**src/rtl/overvoltage_pkg.sv**
```systemverilog
// Shared types and helpers for the over-voltage detector controller.
package overvoltage_pkg;

  localparam int OV_TRIP_W = 4;
  localparam int OV_TAPS   = 2**OV_TRIP_W;

  typedef enum logic [1:0] {
    ST_OFF     = 2'd0,
    ST_SETTLE  = 2'd1,
    ST_MONITOR = 2'd2
  } ov_state_e;

  function automatic logic [OV_TAPS-1:0] onehot_decode(input logic [OV_TRIP_W-1:0] code);
    logic [OV_TAPS-1:0] v;
    v       = '0;
    v[code] = 1'b1;
    return v;
  endfunction

endpackage

```
**src/rtl/overvoltage_ctrl_debounce.sv**
```systemverilog
// Synchronizer plus debounce filter producing the clean over-voltage level.
module ov_debounce #(
  parameter int DEBOUNCE_CYCLES = 8
) (
  input  logic clk,
  input  logic rst,
  input  logic clr_i,
  input  logic run_i,
  input  logic async_i,
  output logic level_o
);

  localparam int CNT_W = $clog2(DEBOUNCE_CYCLES + 1);

  logic             sync1_q, sync2_q;
  logic             level_q, level_d;
  logic [CNT_W-1:0] cnt_q, cnt_d;

  // The count only advances while the synchronized input disagrees with the
  // published level; any agreement restarts the window.
  always_comb begin
    level_d = level_q;
    cnt_d   = '0;
    if (clr_i) begin
      level_d = 1'b0;
    end else if (run_i && (sync2_q != level_q)) begin
      if (cnt_q == CNT_W'(DEBOUNCE_CYCLES - 1)) begin
        level_d = sync2_q;
      end else begin
        cnt_d = cnt_q + CNT_W'(1);
      end
    end
  end

  always_ff @(posedge clk or posedge rst) begin
    if (rst) begin
      sync1_q <= 1'b0;
      sync2_q <= 1'b0;
      level_q <= 1'b0;
      cnt_q   <= '0;
    end else begin
      sync1_q <= async_i;
      sync2_q <= sync1_q;
      level_q <= level_d;
      cnt_q   <= cnt_d;
    end
  end

  assign level_o = level_q;

endmodule

```
**src/rtl/overvoltage_ctrl.sv**
```systemverilog
// Over-voltage detector controller: enable/settle FSM, trip decode, debounced
// flag with irq/sticky. Define OV_HYST_EN to lower the trip code while ov_o=1.
module overvoltage_ctrl
  import overvoltage_pkg::*;
#(
  parameter int TRIP_W          = OV_TRIP_W,
  parameter int SETTLE_CYCLES   = 64,
  parameter int DEBOUNCE_CYCLES = 8,
  parameter int HYST_STEPS      = 1
) (
  input  logic                 clk,
  input  logic                 rst,
  input  logic                 en_i,
  input  logic [TRIP_W-1:0]    otrip_i,
  input  logic                 isrc_sel_i,
  input  logic                 sticky_clr_i,
  input  logic                 ovout_i,
  output logic                 ena_o,
  output logic                 isrc_sel_o,
  output logic [2**TRIP_W-1:0] otrip_decoded_o,
  output logic                 ov_valid_o,
  output logic                 ov_o,
  output logic                 ov_irq_o,
  output logic                 ov_sticky_o,
  output ov_state_e            state_o
);

  localparam int SET_W = $clog2(SETTLE_CYCLES + 1);

`ifdef OV_HYST_EN
  localparam bit HYST_ON = 1'b1;
`else
  localparam bit HYST_ON = 1'b0;
`endif

  ov_state_e             state_q, state_d;
  logic [SET_W-1:0]      settle_q, settle_d;
  logic [TRIP_W-1:0]     code_q, code_d, code_eff_d;
  logic [2**TRIP_W-1:0]  dec_q, dec_d;
  logic                  isrc_q;
  logic                  ov_w, ov_prev_q, rise_w;
  logic                  sticky_q, sticky_d;

  always_comb begin
    state_d  = state_q;
    code_d   = code_q;
    settle_d = settle_q;
    case (state_q)
      ST_OFF: begin
        if (en_i) begin
          state_d  = ST_SETTLE;
          code_d   = otrip_i;
          settle_d = '0;
        end
      end
      ST_SETTLE, ST_MONITOR: begin
        if (otrip_i != code_q) begin
          state_d  = ST_SETTLE;
          code_d   = otrip_i;
          settle_d = '0;
        end else if (state_q == ST_SETTLE) begin
          if (settle_q == SET_W'(SETTLE_CYCLES - 1)) begin
            state_d  = ST_MONITOR;
            settle_d = '0;
          end else begin
            settle_d = settle_q + SET_W'(1);
          end
        end
      end
      default: state_d = ST_OFF;
    endcase
    if (!en_i) begin
      state_d  = ST_OFF;
      settle_d = '0;
    end
  end

  // Hysteresis follows the current flag; it never touches code_q, so it
  // cannot trigger a settle restart.
  always_comb begin
    code_eff_d = code_d;
    if (HYST_ON && ov_w) begin
      if (int'(code_d) > HYST_STEPS) code_eff_d = code_d - TRIP_W'(HYST_STEPS);
      else                           code_eff_d = '0;
    end
  end

  assign dec_d    = (state_d != ST_OFF) ? onehot_decode(code_eff_d) : '0;
  assign rise_w   = ov_w & ~ov_prev_q;
  assign sticky_d = rise_w ? 1'b1 : (sticky_clr_i ? 1'b0 : sticky_q);

  always_ff @(posedge clk or posedge rst) begin
    if (rst) begin
      state_q   <= ST_OFF;
      settle_q  <= '0;
      code_q    <= '0;
      dec_q     <= '0;
      isrc_q    <= 1'b0;
      ov_prev_q <= 1'b0;
      sticky_q  <= 1'b0;
    end else begin
      state_q   <= state_d;
      settle_q  <= settle_d;
      code_q    <= code_d;
      dec_q     <= dec_d;
      isrc_q    <= isrc_sel_i;
      ov_prev_q <= ov_w;
      sticky_q  <= sticky_d;
    end
  end

  ov_debounce #(
    .DEBOUNCE_CYCLES(DEBOUNCE_CYCLES)
  ) u_debounce (
    .clk     (clk),
    .rst     (rst),
    .clr_i   (~en_i),
    .run_i   (state_q == ST_MONITOR),
    .async_i (ovout_i),
    .level_o (ov_w)
  );

  assign ena_o           = (state_q != ST_OFF);
  assign ov_valid_o      = (state_q == ST_MONITOR);
  assign otrip_decoded_o = dec_q;
  assign isrc_sel_o      = isrc_q;
  assign ov_o            = ov_w;
  assign ov_irq_o        = rise_w;
  assign ov_sticky_o     = sticky_q;
  assign state_o         = state_q;

endmodule

```
**config.mk**
```make
export PLATFORM = sky130hd
export DESIGN_NAME = overvoltage_ctrl
export DESIGN_NICKNAME = d
export VERILOG_FILES = /design/src/rtl/overvoltage_pkg.sv /design/src/rtl/overvoltage_ctrl_debounce.sv /design/src/rtl/overvoltage_ctrl.sv
export SDC_FILE = /design/constraint.sdc
export NUM_CORES = 1
export LEC_CHECK = 0
export ABC_AREA = 0
export ABC_CLOCK_PERIOD_IN_PS = 6050
export CELL_PAD_IN_SITES_DETAIL_PLACEMENT = 1
export CELL_PAD_IN_SITES_GLOBAL_PLACEMENT = 1
export CORE_MARGIN = 2
export CORE_UTILIZATION = 43
export DETAILED_ROUTE_END_ITERATION = 12
export PLACE_DENSITY = 0.91
export SYNTH_ARGS = -nofsm -noshare
export SYNTH_HDL_FRONTEND = slang
export SYNTH_SLANG_ARGS = --single-unit
```
**constraint.sdc**
```tcl
create_clock -name clk -period 6.05 [get_ports clk]
set_clock_uncertainty 0.2 [all_clocks]
set_input_delay 1.815 -clock clk [delete_from_list [all_inputs] [get_ports clk]]
set_output_delay 1.815 -clock clk [all_outputs]
set_load 0.03 [all_outputs]
```
Word level (Yosys, flattened, before mapping)
Index checks and enable logic that the tools add are counted.

word-level totals
  register bits after elaboration = 39
  input port bits = 10
  output and inout bits = 24
  logic and storage cells = 60

cells by class
  add/sub/neg operators = 2
  magnitude comparators = 2
  eq/ne operators = 10
  mux-type cells = 24
  bitwise gates (word level) = 2
  reduce and logical (&&, ||, !) cells = 9

operators by type and width
  kind                   count
  $mux W7                4
  $mux W4                5
  $mux W16               1
  $pmux W7 S2            1
  $mux W2                4
  $pmux W4 S2            1
  $add A7 B1 Y7 const B  1
  $eq A7 B6 Y1 const B   1
  $mux W1                6
  $reduce_bool A2 Y1     3
  $lt A4 B5 Y1 const B   1
  $add A4 B1 Y4 const B  1
  $demux W1 S4           1
  $eq A4 B3 Y1 const B   1
  $ge A4 B1 Y1 const B   1
  $ne A2 B1 Y1 const B   2
  $ne A4 B4 Y1           1
  $ne A4 B4 Y1 const B   1
  $pmux W2 S2            1
  $reduce_and A2 Y1      2
  $ne A3 B1 Y1 const B   1
  $eq A2 B1 Y1 const B   1
  $eq A2 B2 Y1 const B   1
  $logic_and A1 B1 Y1    2
  other kinds (5)        5

Longest topological paths before layout
Gate-level depths: netlist (run 1).

  depth in word-level cells = 8
  mapped depth = 8
  mapped depth without buffers = 6

Hierarchy
From an unflattened synthesis (run 1), not the netlist that was laid out.

unflattened totals
  cells, all modules = 163
  area total of the unflattened synthesis = 1,736.7 um2

by module, submodules not included
  module            instances  cells each  area an instance (um2)  seq. area each (um2)
  overvoltage_ctrl  1          138         1,442.6                 800.8
  ov_debounce       1          25          294.0                   175.2

Worst setup path before layout (run 1)
Ideal clock, no wire load.

  path kind = input -> register
  start point = input port otrip_i[1]
  end point = register dec_q[13] (netlist: otrip_decoded_o[13])
  library setup time = 0.136 ns
  data arrival time = 3.020 ns
  required time = 5.714 ns
  path slack = 2.694 ns
  cell stages on the path = 6
  path buffers = 2
  path through = xor2_1 nor4_2 and4_1 buf_6 buf_12 nor3_1

between the ends
  word-level cells in the longest chain between the ends = 8
  elaborated cells between the ends (all ways) = 14
  classes of those cells = order compare: 2; eq/ne: 1; mux: 9; reduce/logical: 2

RTL lines
  what                                                                       RTL line                 text
  start: declaration                                                         overvoltage_ctrl.sv:14   input logic [TRIP_W-1:0] otrip_i,
  $ne A4 B4 Y1                                                               overvoltage_ctrl.sv:57   if (otrip_i != code_q) begin
  $mux W4                                                                    overvoltage_ctrl.sv:57
  $pmux W4 S2                                                                overvoltage_ctrl.sv:48   case (state_q)
  $lt A4 B5 Y1 (implied by the code) / $ge A4 B1 Y1 (equally long branches)  overvoltage_pkg.sv:16    v[code] = 1'b1;
  $logic_and A1 B1 Y1 (implied by the code)                                  overvoltage_pkg.sv:16
  $mux W1 (implied by the code)                                              overvoltage_pkg.sv:16
  $demux W1 S4                                                               overvoltage_pkg.sv:16
  $mux W16 *                                                                 overvoltage_ctrl.sv:88   assign dec_d = (state_d != ST_OFF) ? onehot_decode(code_eff_d) : '0;
  named net dec_d[13]                                                        overvoltage_ctrl.sv:39   logic [2**TRIP_W-1:0] dec_q, dec_d;
  end signal: assignment                                                     overvoltage_ctrl.sv:97   dec_q <= '0;
  end signal: assignment                                                     overvoltage_ctrl.sv:105  dec_q <= dec_d;
  end: declaration                                                           overvoltage_ctrl.sv:39

Mark *: on every way through the listed nets, which the timed path passes. The rest lies on a longest branch.
A chain may end at the register's enable or synchronous reset.

Worst setup path after layout (run 1)
  start point = input port otrip_i[1]
  end point = register dec_q[4] (netlist: otrip_decoded_o[4])

The elaborated chain is that of the path after synthesis.

==> results of run 1 <==
[metrics by stage]
step / hold WS, ns / util / total power, mW / instance area, um^2
after global routing: 0.165 / 0.554 / 0.691 / 2390
after detailed placement: 0.136 / 0.523 / 0.409 / 2260
final: 0.156 / 0.554 / 0.665 / 2390
after global placement: 0.135 / 0.523 / 0.404 / 2260
after CTS: 0.155 / 0.554 / 0.667 / 2390
after floorplan: 0.131 / - / 0.369 / 1920
[power groups by stage]
stage | Clock (mW) | Sequential, mW | Combinational (mW)
floorplan | 0 | 0.296 | 0.0728
global placement | 0 | 0.285 | 0.119
detailed placement | 0 | 0.286 | 0.123
CTS | 0.262 | 0.281 | 0.124
global route | 0.275 | 0.282 | 0.134
finish | 0.260 | 0.281 | 0.124
[layer usage]
layer	vias up	global-route usage	share of wire
met5	-	0	0
met4	0	0.0755	0.011
met3	5	0.0214	0.033
met2	36	0.314	0.49
met1	790	0.270	0.47
li1	716	-	-
[area by class of cell]
cell class / count / area share
Tap cell: 52 / 0.0272
Sequential cell: 39 / 0.408
Inverter: 11 / 0.0173
Timing Repair Buffer: 34 / 0.141
Clock buffer: 6 / 0.0303
Multi-Input combinational cell: 124 / 0.351
Clock inverter: 2 / 0.0251
[cell usage after synthesis (all sizes together) (3+ instances only)]
cell	number	area (um^2)
mux2i	3	30.0
dfrtp	39	976
a21oi	3	15.0
and3b	3	26.3
ha	7	87.6
nor2	4	15.0
nor2b	5	31.3
o211ai	3	22.5
inv	11	41.3
nand2	10	37.5
a31oi	3	18.8
nand4	5	31.3
nand3	9	45.0
clkbuf	4	15.0
o21ai	11	58.8
xor2	7	61.3
a21o	4	30.0
nor4	5	37.5
buf	6	51.3
and3	5	31.3
nor3	13	65.1
[registers in the layout, summed over array words and instances (netlist names)]
name and flops:
code_q 4, u_debounce.level_o 1, u_debounce.cnt_q 4, isrc_sel_o 1, otrip_decoded_o 16, settle_q 7
u_debounce.sync1_q 1, ov_sticky_o 1, u_debounce.sync2_q 1, state_o 2, ov_prev_q 1
[cell usage in the layout, fill, tap and decap left out, types with 7 or more instances in the layout]
cell type	Yosys	routed
xor2_1	7	7
nor3_1	13	13
nand3_1	9	9
o21ai_0	10	10
dfrtp_1	39	39
clkdlybuf4s50_1	0	33
ha_1	7	7
inv_1	11	11
nand2_1	10	10
[logic make-up (layout without fill, tap and decap cells)]
kind of cell | count (synthesis) | count (layout) | share of synthesized area
adder cells (fa/ha/maj) | 7 | 7 | 0.0455
AND/OR/NAND/NOR | 70 | 70 | 0.209
XOR/XNOR | 7 | 7 | 0.0319
AO/OA/AOI/OAI | 37 | 37 | 0.135
flip-flops | 39 | 39 | 0.507
multiplexers | 3 | 3 | 0.0156
buffers and inverters | 21 | 53 | 0.0559
[path summary, 6_finish.rpt]
path                                                   start                            to  slack, ns  depth (start not counted)
worst min register to register  u_debounce.sync1_q$_DFF_PP0_  u_debounce.sync2_q$_DFF_PP0_       0.16                          0
worst max register to register          state_o[0]$_DFF_PP0_  otrip_decoded_o[3]$_DFF_PP0_       3.54                          6
max in group asynchronous                                rst           code_q[1]$_DFF_PP0_       3.57                          3
worst min-delay path            u_debounce.sync1_q$_DFF_PP0_  u_debounce.sync2_q$_DFF_PP0_       0.16                          0
min in group asynchronous                                rst          isrc_sel_o$_DFF_PP0_       1.74                          3
worst max-delay path                              otrip_i[1]  otrip_decoded_o[4]$_DFF_PP0_       2.03                          5
==> flow_summary.json, run 1 <==
{
  "status": "finished clean",
  "via_per_inst": 5.77,
  "die_area_um2": 5030,
  "p_leak_nw": 1.06,
  "fin_nets": 232,
  "max_slew_margin": 0.524,
  "insertion_delay_ns": 0.29,
  "max_cap_violations": 0,
  "pwr-share-comb": 0.187,
  "ys.flop_type": "dfrtp_1",
  "dp_hpwl_mm": 3.31,
  "synth-edff-count": 0,
  "holdBufCountCts": 0,
  "rows": 24,
  "chipHeight_um": 70.9,
  "path_clk_slew_ns": 0.08,
  "cts.sinks": 39,
  "hold_viol": 0,
  "tritoncts": "built",
  "grt.overflow.total": 0,
  "first_pass_iters": 4,
  "synthDistinctLibCells": 44,
  "setup_tns_ns": 0,
  "gp_congestion": 0.815,
  "drt_iter0_drc": 63,
  "route.vias.total": 1547,
  "cts_buffers": 5,
  "powerDensity_nw_per_um2": 278,
  "drtAntennaViolNets": 0,
  "syn-cell-area_um2": 1920,
  "cp-start-kind": "input port",
  "layout-drive-gt1-share": 0.0602,
  "synth_nets": 201,
  "wire_per_inst_um": 17.3,
  "io_buffers": 33,
  "syn2layout_area_growth_pct": 24.4,
  "max_clock_freq_mhz": 249,
  "final_max_slew_viol_count": 0,
  "p_sw_mw": 0.184,
  "antennaDiodeCount": 0,
  "antenna_found_initial": 0,
  "worst_slew_pin_slew_ns": 0.708,
  "swShare": 0.277,
  "grt_pass1_wl_mm": 7.65,
  "ys_ff_latch": 39,
  "dp.cells": 260,
  "seq_area_um2": 976,
  "stdcell_count": 268,
  "rsz0062_at_grt": "false",
  "setup_violations": 0,
  "fin_crit_ns": 4.02,
  "layout_setup_ws_ns": 2.03,
  "cts_resized": 0,
  "critPathSlowestCell": "and4_1",
  "post_cts_buffers": 0,
  "crit_type": "in -> reg",
  "root_buffer": "clkbuf_8",
  "path_delay_family": "simple AND/OR/NAND/NOR gates",
  "worstPathArrival_ns": 3.97,
  "syn_area_per_cell_um2": 10.5,
  "multi_input_area_um2": 841,
  "critical_path_required_ns": 6.00,
  "crit_path_cell_trace": "clkdlybuf4s50_1 > xor2_1 > nor4_2 > and4_1 > nor4_1",
  "fill_cells": 480,
  "period_share": 0.665,
  "path_max_fanout": 16,
  "internal_power_mw": 0.480,
  "drt-total-wl_mm": 4.65,
  "crit_buf_inv": 1,
  "p_seq_frac": 0.423,
  "track_usage": 0.194,
  "clockPowerShare": 0.391,
  "worstSetupEndpointType": "register",
  "dp_slack_ns": 1.77,
  "start_util": 0.445,
  "synth-warning-count": 0,
  "cts_htree_levels": 2,
  "clockBufferDepth": 2,
  "synthArstFlopShare": 1.00,
  "hp-class": "reg -> reg",
  "die_x_um": 70.9,
  "drc": 0,
  "slowest_delay_ns": 0.68,
  "core_region_area_um2": 4320,
  "grt_pass1_vias": 1576,
  "vdd_drop_max_mv": 0.124,
  "synth_cells": 184,
  "grt_start_max_net_pins": 40,
  "ys_seq_area_frac": 0.507,
  "io_pins": 34
}
Note: power is estimated with default switching activity, not from simulation.
==> run 2, diff against run 1 <==
ABC_CLOCK_PERIOD_IN_PS = 4000   (was 6050)
CORE_UTILIZATION = 40   (was 43)
PLACE_DENSITY = 0.86   (was 0.91)
clock period = 4 ns   (was 6.05 ns; I/O delays follow)
==> flow_summary.json, run 2 (synthesis results as in run 1) <==
{
  "start_util": 0.410,
  "status": "finished clean",
  "setup_violations": 0,
  "grt_pass1_wl_mm": 8.00,
  "crit_type": "reg -> out",
  "root_buffer": "clkbuf_8",
  "worstPathArrival_ns": 2.01,
  "post_cts_buffers": 0,
  "crit_path_cell_trace": "inv_1 > ha_1 > inv_1 > clkdlybuf4s50_1",
  "p_leak_nw": 1.07,
  "largest_register_ffs": 16,
  "power.total_mw": 0.949,
  "antennaDiodeCount": 0,
  "fin_nets": 234,
  "clockBufferDepth": 2,
  "layout_setup_ws_ns": 0.585,
  "worst_slew_pin_slew_ns": 0.564,
  "setup_tns_ns": 0,
  "drt_iter0_drc": 102,
  "chipHeight_um": 73.4,
  "path_max_fanout": 8,
  "layout_commonest_cell": "dfrtp_1",
  "hold_viol": 0,
  "die_x_um": 73.4,
  "hp-class": "reg -> reg",
  "io_pins": 34,
  "critPathSlowestCell": "clkdlybuf4s50_1",
  "drt-total-wl_mm": 4.65,
  "dp_hpwl_mm": 3.33,
  "rows": 25,
  "reg2reg_depth": 6,
  "antenna_found_initial": 0,
  "final_max_slew_viol_count": 0,
  "cts.sinks": 39,
  "track_usage": 0.193,
  "max_slew_margin": 0.620,
  "reg2reg_slack_ns": 1.61,
  "wire_per_inst_um": 17.1,
  "layout_common_cells": "dfrtp_1 (39), clkdlybuf4s50_1 (33), nor3_1 (13), inv_1 (11)",
  "cp-endpoint": "ena_o",
  "drtAntennaViolNets": 0,
  "reg2reg_from": "state_o[1]$_DFF_PP0_",
  "cts_buffers": 5,
  "fin_crit_ns": 3.41,
  "cp_common_cell": "inv_1",
  "fin_util": 0.511,
  "tritoncts": "built",
  "path_clk_slew_ns": 0.07,
  "cp-start-kind": "register",
  "powerDensity_nw_per_um2": 396,
  "grt_pass1_vias": 1590,
  "route.vias.total": 1537,
  "via_per_inst": 5.65,
  "grt.overflow.total": 0,
  "dp.cells": 264,
  "grt_start_max_net_pins": 40,
  "cts_resized": 0,
  "layout-drive-gt1-share": 0.0734,
  "min_path_cells": 0,
  "cts_htree_levels": 2,
  "worstSetupEndpointType": "primary output",
  "drc": 0,
  "core_region_area_um2": 4690,
  "first_pass_iters": 4,
  "gp_congestion": 0.901,
  "critical_path_required_ns": 2.60,
  "insertion_delay_ns": 0.29,
  "max_cap_violations": 0,
  "dp_slack_ns": 0.585,
  "holdBufCountCts": 0,
  "r2r_end": "otrip_decoded_o[3]$_DFF_PP0_",
  "rsz0062_at_grt": "false",
  "max_clock_freq_mhz": 293,
  "io_buffers": 33,
  "die_area_um2": 5380,
  "slowest_delay_ns": 0.61,
  "period_share": 0.854,
  "vdd_drop_max_mv": 0.131,
  "stdcell_count": 272,
  "syn2layout_area_growth_pct": 24.5,
  "crit_start": "state_o[0]$_DFF_PP0_"
}
## run 2: cell types whose count changed in the layout (fill, tap and decap cells not counted), sizes merged
cell,previous run,this run
buf,1,3
clkinv,0,1
bufinv,2,1
## run 2: how the worst min path moves through the flow
stage / endpoint / slack (ns) / startpoint
floorplan: u_debounce.sync2_q$_DFF_PP0_ / 0.13 / u_debounce.sync1_q$_DFF_PP0_
global placement: u_debounce.sync2_q$_DFF_PP0_ / 0.14 / u_debounce.sync1_q$_DFF_PP0_
detailed placement: u_debounce.sync2_q$_DFF_PP0_ / 0.14 / u_debounce.sync1_q$_DFF_PP0_
CTS: u_debounce.sync2_q$_DFF_PP0_ / 0.16 / u_debounce.sync1_q$_DFF_PP0_
global route: u_debounce.sync2_q$_DFF_PP0_ / 0.16 / u_debounce.sync1_q$_DFF_PP0_
finish: u_debounce.sync2_q$_DFF_PP0_ / 0.15 / u_debounce.sync1_q$_DFF_PP0_
## run 2: area by class of cell
cell class | count | area, um^2
clock buffers | 6 | 82.6
clock inverters | 2 | 35.0
fillers | 537 | 2300
inverters | 11 | 41.3
multi-input cells | 124 | 841
flip-flops and latches | 39 | 976
well taps | 54 | 67.6
repair buffers | 36 | 353
## run 2: where the power goes
| group | internal, mW | total (mW) | switching, mW | leakage (nW) |
|---|---|---|---|---|
| clock | 0.202 | 0.337 | 0.136 | 0.0612 |
| combinational | 0.0674 | 0.188 | 0.120 | 0.477 |
| sequential | 0.412 | 0.424 | 0.0124 | 0.528 |
| total | 0.681 | 0.949 | 0.268 | 1.07 |
## run 2: critical path: cells and delay by family, from the launching register on
family	cells	cell delay, ns
adders and majority gates	1	0.38
buffers and inverters	3	0.93
DFF	1	0.41
## run 2: per-stage QoR
stage	cell area, um^2	hold WS [ns]
CTS	2400	0.158
finish	2400	0.153
global placement	2280	0.137
detailed placement	2280	0.141
floorplan	1920	0.131
global route	2400	0.161
## run 2: metal layers
| metal | track usage | vias to the layer above | routed length [um] |
|---|---|---|---|
| li1 | - | 725 | - |
| met1 | 0.263 | 770 | 2120 |
| met2 | 0.311 | 35 | 2310 |
| met3 | 0.0302 | 7 | 141 |
| met4 | 0.0727 | 0 | 81 |
| met5 | 0 | - | 0 |
